**src/rtl/uart_pkg.sv**
```systemverilog
// Shared UART definitions: parity encodings, TX/RX state enumerations and parity helpers.
package uart_pkg;

  localparam logic [1:0] PAR_NONE = 2'b00;
  localparam logic [1:0] PAR_EVEN = 2'b01;
  localparam logic [1:0] PAR_ODD  = 2'b10;

  typedef enum logic [2:0] {
    TX_IDLE, TX_START, TX_DATA, TX_PARITY, TX_STOP1, TX_STOP2
  } tx_state_e;

  typedef enum logic [2:0] {
    RX_IDLE, RX_START, RX_DATA, RX_PARITY, RX_STOP, RX_WAIT_HIGH
  } rx_state_e;

  // Mode 11 behaves exactly like PAR_NONE.
  function automatic logic par_on(input logic [1:0] mode);
    return (mode == PAR_EVEN) || (mode == PAR_ODD);
  endfunction

  function automatic logic par_bit(input logic [7:0] d, input logic [1:0] mode);
    return (mode == PAR_ODD) ? ~(^d) : (^d);
  endfunction

endpackage

```
**src/rtl/uart_baud_tick.sv**
```systemverilog
// Fractional-N oversample tick: free-running phase accumulator, one tick per wrap.
module uart_baud_tick #(
  parameter int unsigned SYS_CLK_RATE = 50000000,
  parameter int unsigned OVERSAMPLE   = 16
) (
  input  logic        clk,
  input  logic        rst_n,
  input  logic [28:0] baud_i,
  output logic        tick_o
);

  logic [31:0] acc_q, acc_d;
  logic [32:0] inc, sum;
  logic        tick_q, tick_d;

  assign inc = 33'(baud_i) * 33'(OVERSAMPLE);
  assign sum = {1'b0, acc_q} + inc;

  always_comb begin
    tick_d = 1'b0;
    acc_d  = sum[31:0];
    if (sum >= 33'(SYS_CLK_RATE)) begin
      tick_d = 1'b1;
      acc_d  = 32'(sum - 33'(SYS_CLK_RATE));
    end
  end

  always_ff @(posedge clk or negedge rst_n) begin
    if (!rst_n) begin
      acc_q  <= '0;
      tick_q <= 1'b0;
    end else begin
      acc_q  <= acc_d;
      tick_q <= tick_d;
    end
  end

  assign tick_o = tick_q;

endmodule

```
**src/rtl/uart_core.sv**
```systemverilog
// Full-duplex UART: shared oversample tick, TX framer and majority-voting RX deframer.
module uart_core
  import uart_pkg::*;
#(
  parameter int unsigned DATA_BITS    = 8,
  parameter int unsigned SYS_CLK_RATE = 50000000,
  parameter int unsigned OVERSAMPLE   = 16,
  parameter int unsigned DEFAULT_BAUD = 9600
) (
  input  logic        clk,
  input  logic        rst_n,
  input  logic [28:0] baud_rate,
  input  logic [1:0]  parity_mode,
  input  logic        stop_bits,
  input  logic        wr_i,
  input  logic [7:0]  dat_i,
  output logic        tx_busy,
  output logic        tx,
  input  logic        rx,
  output logic        rx_busy,
  output logic        rx_valid,
  output logic [7:0]  rx_data,
  output logic        rx_parity_err,
  output logic        rx_frame_err
);

  localparam int unsigned PW = $clog2(OVERSAMPLE);
  localparam logic [PW-1:0] PH_LAST = PW'(OVERSAMPLE - 1);
  localparam logic [PW-1:0] PH_MIDM = PW'(OVERSAMPLE / 2 - 1);
  localparam logic [PW-1:0] PH_MID  = PW'(OVERSAMPLE / 2);
  localparam logic [PW-1:0] PH_MIDP = PW'(OVERSAMPLE / 2 + 1);
  localparam logic [2:0]    BIT_LAST = 3'(DATA_BITS - 1);
  localparam logic [7:0]    DMASK    = 8'((1 << DATA_BITS) - 1);

  logic [28:0] baud_q;
  logic        tick;

  // Baud only moves while both directions are idle, so no frame sees a rate change.
  always_ff @(posedge clk or negedge rst_n) begin
    if (!rst_n)                 baud_q <= 29'(DEFAULT_BAUD);
    else if (!tx_busy && !rx_busy) baud_q <= baud_rate;
  end

  uart_baud_tick #(.SYS_CLK_RATE(SYS_CLK_RATE), .OVERSAMPLE(OVERSAMPLE)) u_tick (
    .clk    (clk),
    .rst_n  (rst_n),
    .baud_i (baud_q),
    .tick_o (tick)
  );

  // ---------------- transmitter ----------------
  tx_state_e     tst_q, tst_d;
  logic [PW-1:0] tph_q, tph_d;
  logic [2:0]    tcnt_q, tcnt_d;
  logic [7:0]    tsh_q, tsh_d;
  logic          tpar_q, tpar_d, tstop2_q, tstop2_d, tbusy_q, tbusy_d;
  logic [1:0]    tmode_q, tmode_d;

  always_comb begin
    tst_d = tst_q; tph_d = tph_q; tcnt_d = tcnt_q; tsh_d = tsh_q;
    tpar_d = tpar_q; tstop2_d = tstop2_q; tbusy_d = tbusy_q; tmode_d = tmode_q;
    if (tst_q == TX_IDLE) begin
      // busy while still IDLE means a frame is accepted and waits for tick alignment
      if (!tbusy_q) begin
        if (wr_i) begin
          tsh_d    = dat_i & DMASK;
          tpar_d   = par_bit(dat_i & DMASK, parity_mode);
          tmode_d  = parity_mode;
          tstop2_d = stop_bits;
          tbusy_d  = 1'b1;
        end
      end else if (tick) begin
        tst_d = TX_START;
        tph_d = '0;
      end
    end else if (tick) begin
      if (tph_q != PH_LAST) begin
        tph_d = tph_q + 1'b1;
      end else begin
        tph_d = '0;
        case (tst_q)
          TX_START: begin tst_d = TX_DATA; tcnt_d = '0; end
          TX_DATA: begin
            if (tcnt_q == BIT_LAST) tst_d = par_on(tmode_q) ? TX_PARITY : TX_STOP1;
            else begin tcnt_d = tcnt_q + 1'b1; tsh_d = tsh_q >> 1; end
          end
          TX_PARITY: tst_d = TX_STOP1;
          TX_STOP1: begin
            if (tstop2_q) tst_d = TX_STOP2;
            else begin tst_d = TX_IDLE; tbusy_d = 1'b0; end
          end
          default: begin tst_d = TX_IDLE; tbusy_d = 1'b0; end
        endcase
      end
    end
  end

  always_ff @(posedge clk or negedge rst_n) begin
    if (!rst_n) begin
      tst_q <= TX_IDLE; tph_q <= '0; tcnt_q <= '0; tsh_q <= '0;
      tpar_q <= 1'b0; tstop2_q <= 1'b0; tbusy_q <= 1'b0; tmode_q <= PAR_NONE;
    end else begin
      tst_q <= tst_d; tph_q <= tph_d; tcnt_q <= tcnt_d; tsh_q <= tsh_d;
      tpar_q <= tpar_d; tstop2_q <= tstop2_d; tbusy_q <= tbusy_d; tmode_q <= tmode_d;
    end
  end

  always_comb begin
    tx = 1'b1;
    case (tst_q)
      TX_START:  tx = 1'b0;
      TX_DATA:   tx = tsh_q[0];
      TX_PARITY: tx = tpar_q;
      default:   tx = 1'b1;
    endcase
  end

  assign tx_busy = tbusy_q;

  // ---------------- receiver ----------------
  rx_state_e            rst_q, rst_d;
  logic [1:0]           rsync_q;
  logic [PW-1:0]        rph_q, rph_d;
  logic [2:0]           rcnt_q, rcnt_d;
  logic [DATA_BITS-1:0] rsh_q, rsh_d;
  logic [1:0]           vote_q, vote_d, rmode_q, rmode_d;
  logic                 rpar_q, rpar_d, rval_q, rval_d, perr_q, perr_d, ferr_q, ferr_d;
  logic [7:0]           rdat_q, rdat_d;
  logic                 rxs, maj;

  assign rxs = rsync_q[1];
  // vote_q holds the mid-1 and mid samples; the current rxs is the mid+1 sample
  assign maj = (vote_q[0] & vote_q[1]) | (vote_q[0] & rxs) | (vote_q[1] & rxs);

  always_comb begin
    rst_d = rst_q; rph_d = rph_q; rcnt_d = rcnt_q; rsh_d = rsh_q; vote_d = vote_q;
    rmode_d = rmode_q; rpar_d = rpar_q; rval_d = 1'b0;
    perr_d = perr_q; ferr_d = ferr_q; rdat_d = rdat_q;
    case (rst_q)
      RX_IDLE: if (!rxs) begin rst_d = RX_START; rph_d = '0; rmode_d = parity_mode; end
      RX_WAIT_HIGH: if (rxs) rst_d = RX_IDLE;
      default: if (tick) begin
        rph_d = rph_q + 1'b1;
        if (rph_q == PH_MIDM) vote_d[0] = rxs;
        if (rph_q == PH_MID)  vote_d[1] = rxs;
        case (rst_q)
          RX_START: begin
            if (rph_q == PH_MID && rxs) rst_d = RX_IDLE;
            else if (rph_q == PH_LAST) begin rst_d = RX_DATA; rcnt_d = '0; end
          end
          RX_DATA: begin
            if (rph_q == PH_MIDP) rsh_d = {maj, rsh_q[DATA_BITS-1:1]};
            if (rph_q == PH_LAST) begin
              if (rcnt_q == BIT_LAST) rst_d = par_on(rmode_q) ? RX_PARITY : RX_STOP;
              else rcnt_d = rcnt_q + 1'b1;
            end
          end
          RX_PARITY: begin
            if (rph_q == PH_MIDP) rpar_d = maj;
            if (rph_q == PH_LAST) rst_d = RX_STOP;
          end
          RX_STOP: if (rph_q == PH_MIDP) begin
            rval_d = 1'b1;
            rdat_d = 8'(rsh_q);
            perr_d = par_on(rmode_q) && (rpar_q != par_bit(8'(rsh_q), rmode_q));
            ferr_d = ~maj;
            rst_d  = maj ? RX_IDLE : RX_WAIT_HIGH;
          end
          default: ;
        endcase
      end
    endcase
  end

  always_ff @(posedge clk or negedge rst_n) begin
    if (!rst_n) begin
      rst_q <= RX_IDLE; rsync_q <= 2'b11; rph_q <= '0; rcnt_q <= '0; rsh_q <= '0;
      vote_q <= '0; rmode_q <= PAR_NONE; rpar_q <= 1'b0; rval_q <= 1'b0;
      perr_q <= 1'b0; ferr_q <= 1'b0; rdat_q <= '0;
    end else begin
      rst_q <= rst_d; rsync_q <= {rsync_q[0], rx}; rph_q <= rph_d; rcnt_q <= rcnt_d;
      rsh_q <= rsh_d; vote_q <= vote_d; rmode_q <= rmode_d; rpar_q <= rpar_d;
      rval_q <= rval_d; perr_q <= perr_d; ferr_q <= ferr_d; rdat_q <= rdat_d;
    end
  end

  assign rx_busy       = (rst_q == RX_START) || (rst_q == RX_DATA) ||
                         (rst_q == RX_PARITY) || (rst_q == RX_STOP);
  assign rx_valid      = rval_q;
  assign rx_data       = rdat_q;
  assign rx_parity_err = perr_q;
  assign rx_frame_err  = ferr_q;

endmodule
```
**config.mk**
```make
export PLATFORM = sky130hd
export DESIGN_NAME = uart_core
export DESIGN_NICKNAME = d
export VERILOG_FILES = /design/src/rtl/uart_pkg.sv /design/src/rtl/uart_baud_tick.sv /design/src/rtl/uart_core.sv
export SDC_FILE = /design/constraint.sdc
export NUM_CORES = 1
export LEC_CHECK = 0
export ABC_AREA = 0
export BUFFER_PORTS_ARGS = -buffer_cell sky130_fd_sc_hd__buf_2
export CAP_MARGIN = 0
export CORE_MARGIN = 10
export CORE_UTILIZATION = 55
export DETAILED_ROUTE_END_ITERATION = 10
export GPL_TIMING_DRIVEN = 0
export PLACE_DENSITY = 0.74
export SLEW_MARGIN = 20
export SYNTH_ARGS = -nofsm -noshare
export SYNTH_HDL_FRONTEND = slang
export SYNTH_SLANG_ARGS = --single-unit
```
**constraint.sdc**
```tcl
create_clock -name clk -period 4.3 [get_ports clk]
set_input_delay 0.645 -clock clk [delete_from_list [all_inputs] [get_ports clk]]
set_output_delay 0.645 -clock clk [all_outputs]
set_load 0.1 [all_outputs]
```
# After elaboration in Yosys (flattened, before gate mapping)
# Index checks and enable logic that the tools add are counted.
[op_classes]
n_addsub = 6
n_lt_le_gt_ge = 1
eq_ne = 42
mux = 60
n_bitwise = 14
n_reduce_logical = 38
[ops]
columns = ["operator", "count"]
rows = [
  ["two-way mux 3 bit", 24],
  ["two-way mux 8 bit", 7],
  ["adder 32 x 33 -> 33 bit", 1],
  [">= comparator 33 x 26 -> 1 bit (second input constant)", 1],
  ["two-way mux 32 bit", 1],
  ["subtractor 32 x 26 -> 32 bit (second input constant)", 1],
  ["two-way mux 4 bit", 7],
  ["inequality test 2 bit (second input constant)", 12],
  ["one-hot mux 3 bit (4 select lines)", 2],
  ["AND reduction 4 bit", 5],
  ["one-hot mux 3 bit (2 select lines)", 3],
  ["inequality test 4 x 2 -> 1 bit (second input constant)", 4],
  ["XOR reduction 8 bit", 2],
  ["equality test 3 bit (second input constant)", 5],
  ["two-way mux 1 bit", 13],
  ["equality test 3 x 2 -> 1 bit (second input constant)", 4],
  ["equality test 4 bit (second input constant)", 3],
  ["AND reduction 3 bit", 4],
  ["nonzero test 2 bit", 5],
  ["inverter 1 bit", 9],
  ["AND reduction 9 bit", 1],
  ["adder 4 x 1 -> 4 bit (second input constant)", 2],
  ["one-hot mux 4 bit (2 select lines)", 1],
  ["AND reduction 7 bit", 1],
  ["25 further kinds", 43],
]
[word_totals]
ff_bits = 121
inputBits = 44
out_inout_bits = 14

# Longest topological paths before layout
[depth]
depth_word = 8
ltp_mapped = 14
ltp_nobuf = 13

# Hierarchy
# A second synthesis with hierarchy kept.
[hier_totals]
hier_cells = 764
hier_area_um2 = 7489.7
[by_module_without_submodules]
columns = ["mod", "instances", "cells_each", "area_per_inst_um2", "seq_area_each_um2"]
rows = [
  ["uart_core", 1, 355, 4149.0, 2209.6],
  ["uart_baud_tick", 1, 409, 3340.7, 725.7],
]

# Worst setup path after synthesis
# OpenSTA, ideal clock, no wires.
[synth_path]
path_type = "reg-to-reg"
from = "reg baud_q[0]"
to = "reg u_tick.acc_q[28]"
setup_time_ns = 0.125
arrival_time_ns = 3.231
required_ns = 4.175
setup_slack_ns = 0.945
stages_incl_launch_ff = 14
path_buffers = 0
synth_period_minus_slack_ns = 3.355
path_cell_list = "dfrtp_1 ha_1 fa_1 a21o_1 a21oi_1 xor2_1 ha_1 inv_1 o41ai_2 o221ai_2 a31oi_1 o211ai_2 nor2b_1 mux2_2"
[synth_between]
elab_chain_cells = 3
word_cells_on_any_way = 4
classes_between = "add/sub (2); order compare (1); mux (1)"
[synth_rtl]
columns = ["item", "line", "rtl"]
rows = [
  ["start: declaration", "uart_core.sv:35", "logic [28:0] baud_q;"],
  ["start signal: assignment", "uart_core.sv:40", "if (!rst_n) baud_q <= 29'(DEFAULT_BAUD);"],
  ["start signal: assignment", "uart_core.sv:41", "else if (!tx_busy && !rx_busy) baud_q <= baud_rate;"],
  ["adder 32 x 33 -> 33 bit (*)", "uart_baud_tick.sv:17", "assign sum = {1'b0, acc_q} + inc;"],
  ["subtractor 32 x 26 -> 32 bit or >= comparator 33 x 26 -> 1 bit (tied branches)", "uart_baud_tick.sv:24, uart_baud_tick.sv:22", ""],
  ["two-way mux 32 bit (*)", "uart_baud_tick.sv:22", "if (sum >= 33'(SYS_CLK_RATE)) begin"],
  ["named net u_tick.acc_d[28]", "uart_baud_tick.sv:12", "logic [31:0] acc_q, acc_d;"],
  ["end signal: assignment", "uart_baud_tick.sv:30", "acc_q <= '0;"],
  ["end signal: assignment", "uart_baud_tick.sv:33", "acc_q <= acc_d;"],
  ["end: declaration", "uart_baud_tick.sv:12", ""],
]
# The timed path passes the listed nets; every way through them passes the cells marked *.
# A chain may end at the register's enable or synchronous reset.

# Worst setup path in the final report
[layout_path]
from = "reg baud_q[0]"
to = "reg u_tick.acc_q[25]"
# Same word-level chain as after synthesis.

==> results.cfg <==
[timing]
layout_min_cycle_time_ns = 3.90
drv_slew = 0
setup_viol = 0
fmax_mhz = 257
worst_clock_skew_ns = 0.00809
final.setup.tns_ns = 0
period_share_pct = 90.7
relSlewSlack_pct = 48.0
hold_viol_final = 0
worst_pin_slew_ns = 0.773
rsz0062_at_grt = no

[synth]
syn_area_sq_um = 7160
ys.flop_type = dfrtp_1
synthArstFlopShare_pct = 100
synth_warnings = 0
yosys.area.top_type = dfrtp_1
netlist.area_leader.share_pct = 38.8
synth_area_leaders = dfrtp_1, mux2_2, ha_1, xnor2_1, nand2_1
syn_inst = 736
synth-edff-count = 0
synth_area_per_cell_sq_um = 9.73
synth.distinct_cells = 79
ys_seq_area_share_pct = 41.0
ys_ff_latch = 117
synth_fp_nets = 819

[routing]
vias = 5795
initialDrtViolationCount = 425
postRouteAntennaNets = 0
drc_errors = 0
routed_wl_um = 16000
wl_per_cell_um = 16.0
vias_per_cell = 5.81
firstDrtPassIters = 5

[layout]
regArea_sq_um = 2940
final_util_pct = 65.4
nets = 896
multiInputGateArea_sq_um = 4020
layout_common_cells = dfrtp_1, nand2_1, buf_2, mux2_2, xnor2_1
synthToLayoutAreaGrowth_pct = 15.7
fillers = 1086
antennaDiodeCount = 0
final_common_cell = dfrtp_1
layout-drive-gt1-share_pct = 21.4

[clock_network]
holdBufCountCts = 0
clkTransAtPathRegs_ns = 0.05
cts_buffers = 17
insertion_delay_ns = 0.42
clock-root-buffer = clkbuf_16
cts_resized = 0
cts_max_level = 4
ctsLongestPathBuffers = 2
cts.sinks = 117
cts_setup_buffers = 0
cts_tree = built

[global_route]
grt-ovfl-total = 0
grt_pass1_wl_um = 27300
antenna_found_initial = 0
grtUsageTotal_pct = 18.4
grt_max_degree = 65
grt_pass1_vias = 5935

[place]
post-dp-hpwl_um = 12100
gp_congestion = 0.889
portBuffers = 57

[power_and_ir_drop]
power.density_nw_per_um2 = 308
vdd_drop_max_v = 0.000249
leakage_nw = 3.90

[floorplanning]
pin_count = 58
dieArea_sq_um = 18000
core_area_sq_um = 12700
die_x_um = 134
fp-row-count = 41
start_util_pct = 56.5
die_h_um = 134

[worst_setup_path]
start_kind = flip-flop
crit_fanout = 10
worstSetupPathType = flip-flop to flip-flop
required_ns = 4.56
slowest_delay_ns = 0.42
slowest_stage = fa_1
endpoint_kind = flip-flop
cp_cell_sequence = ha_1 > fa_1 > a21o_1 > a21oi_1 > xor2_1 > ha_1 > inv_1 > o41ai_2 > o221ai_2 > a31oi_1 > o211ai_2 > buf_4 > nand3_1 > o21ai_0
cp_common_cell = ha_1
arrival_ns = 4.16

[run]
cap_violations = 0

[run_status]
status = finished, final reports clean

[worst_hold_path]
min_path_type = input port to async pin
[metal layers]
metal  share of wire [%]  vias to the layer above  wire [um]  global-route usage, %
li1                    -                     2804          -                      -
met1                  43                     2832       6950                   21.2
met2                  50                      135       8050                   31.9
met3                 4.4                       24        699                   4.97
met4                 1.8                        0        290                   7.26
met5                   0                        -          0                      0
[through the flow]
step / std cells / instance area, sq um / setup slack [ns] / hold slack (ns) / power (mW)
after CTS: 998 / 8280 / 0.476 / 0.179 / 2.58
after floorplan: 736 / 7160 / 0.945 / 0.345 / 1.14
after detailed placement: 966 / 7700 / 0.531 / 0.350 / 1.19
after global routing: 998 / 8290 / 0.200 / 0.192 / 2.65
after global placement: 965 / 7660 / 0.541 / 0.352 / 1.19
final: 998 / 8290 / 0.402 / 0.171 / 2.55
[worst max-delay path: cells and delay by family (launching register included)]
kind            cells  cell delay [ns]
compound gates      7             1.76
simple gates        1             0.09
buf+inv             2             0.31
flops               1             0.38
fa+ha+maj           3             0.92
xor+xnor            1             0.28
[cells by family after synthesis]
| group | Yosys count | synth area share, % |
|---|---|---|
| multiplexers | 53 | 8.21 |
| AO/OA/AOI/OAI | 169 | 16.1 |
| XOR/XNOR | 64 | 8.14 |
| AND/OR/NAND/NOR | 242 | 16.4 |
| flip-flops | 117 | 41.0 |
| buffers and inverters | 51 | 3.07 |
| adder cells (fa/ha/maj) | 40 | 7.06 |
[worst paths after layout]
check	depth (start not counted)	slack, ns	endpoint	startpoint
worst max-delay path	14	0.40	u_tick.acc_q[25]$_DFF_PN0_	baud_q[0]$_DFFE_PN0P_
worst min-delay path	1	0.17	tst_q[1]$_DFFE_PN0P_	rst_n
worst max register to register	14	0.40	u_tick.acc_q[25]$_DFF_PN0_	baud_q[0]$_DFFE_PN0P_
worst min register to register	0	0.36	rsync_q[1]$_DFF_PN1_	rsync_q[0]$_DFF_PN1_
max in group asynchronous	2	3.42	baud_q[13]$_DFFE_PN1P_	rst_n
min in group clk	1	0.32	rsync_q[0]$_DFF_PN1_	rx
[registers in the layout, indices dropped and copies added, names as in the netlist, 2 cells and up]
register and count:
baud_q 29, u_tick.acc_q 28, rsh_q 8, rx_data 8, tsh_q 8, rph_q 4
tph_q 4, rcnt_q 3, rst_q 3, tcnt_q 3, tst_q 3, rmode_q 2
rsync_q 2, tmode_q 2, vote_q 2
[power by group]
part | leakage [nW] | internal [mW] | total [mW] | switching (mW)
Clock | 0.289 | 0.878 | 1.38 | 0.503
Sequential | 1.59 | 1.11 | 1.11 | 0.00170
Combinational | 2.02 | 0.0292 | 0.0668 | 0.0376
Total | 3.90 | 2.01 | 2.55 | 0.542
[synthesized netlist by cell type (6+ instances only)]
cell,count
a21o_1,6
nor2b_1,10
o21a_1,7
nand4_1,14
xnor2_1,45
and3_1,8
inv_1,19
a31oi_1,15
mux2_2,46
clkbuf_1,20
mux2i_1,7
ha_1,38
nor4_1,6
dfstp_2,6
nand2_1,92
nand3_1,27
nor3_1,12
dfrtp_1,111
o31ai_1,6
xor2_1,16
nor2_1,43
o21ai_1,7
o21ai_0,40
a21oi_1,39
[final cells by class]
type	instances	share of cell area, %
multi-input combinational	568	48.4
sequential	117	35.4
clock buffer	19	5.46
timing repair buffer	58	3.85
tap	172	2.60
buffer	31	1.75
clock inverter	13	1.58
inverter	20	0.906
No activity file was read; power rests on OpenSTA's default activity.
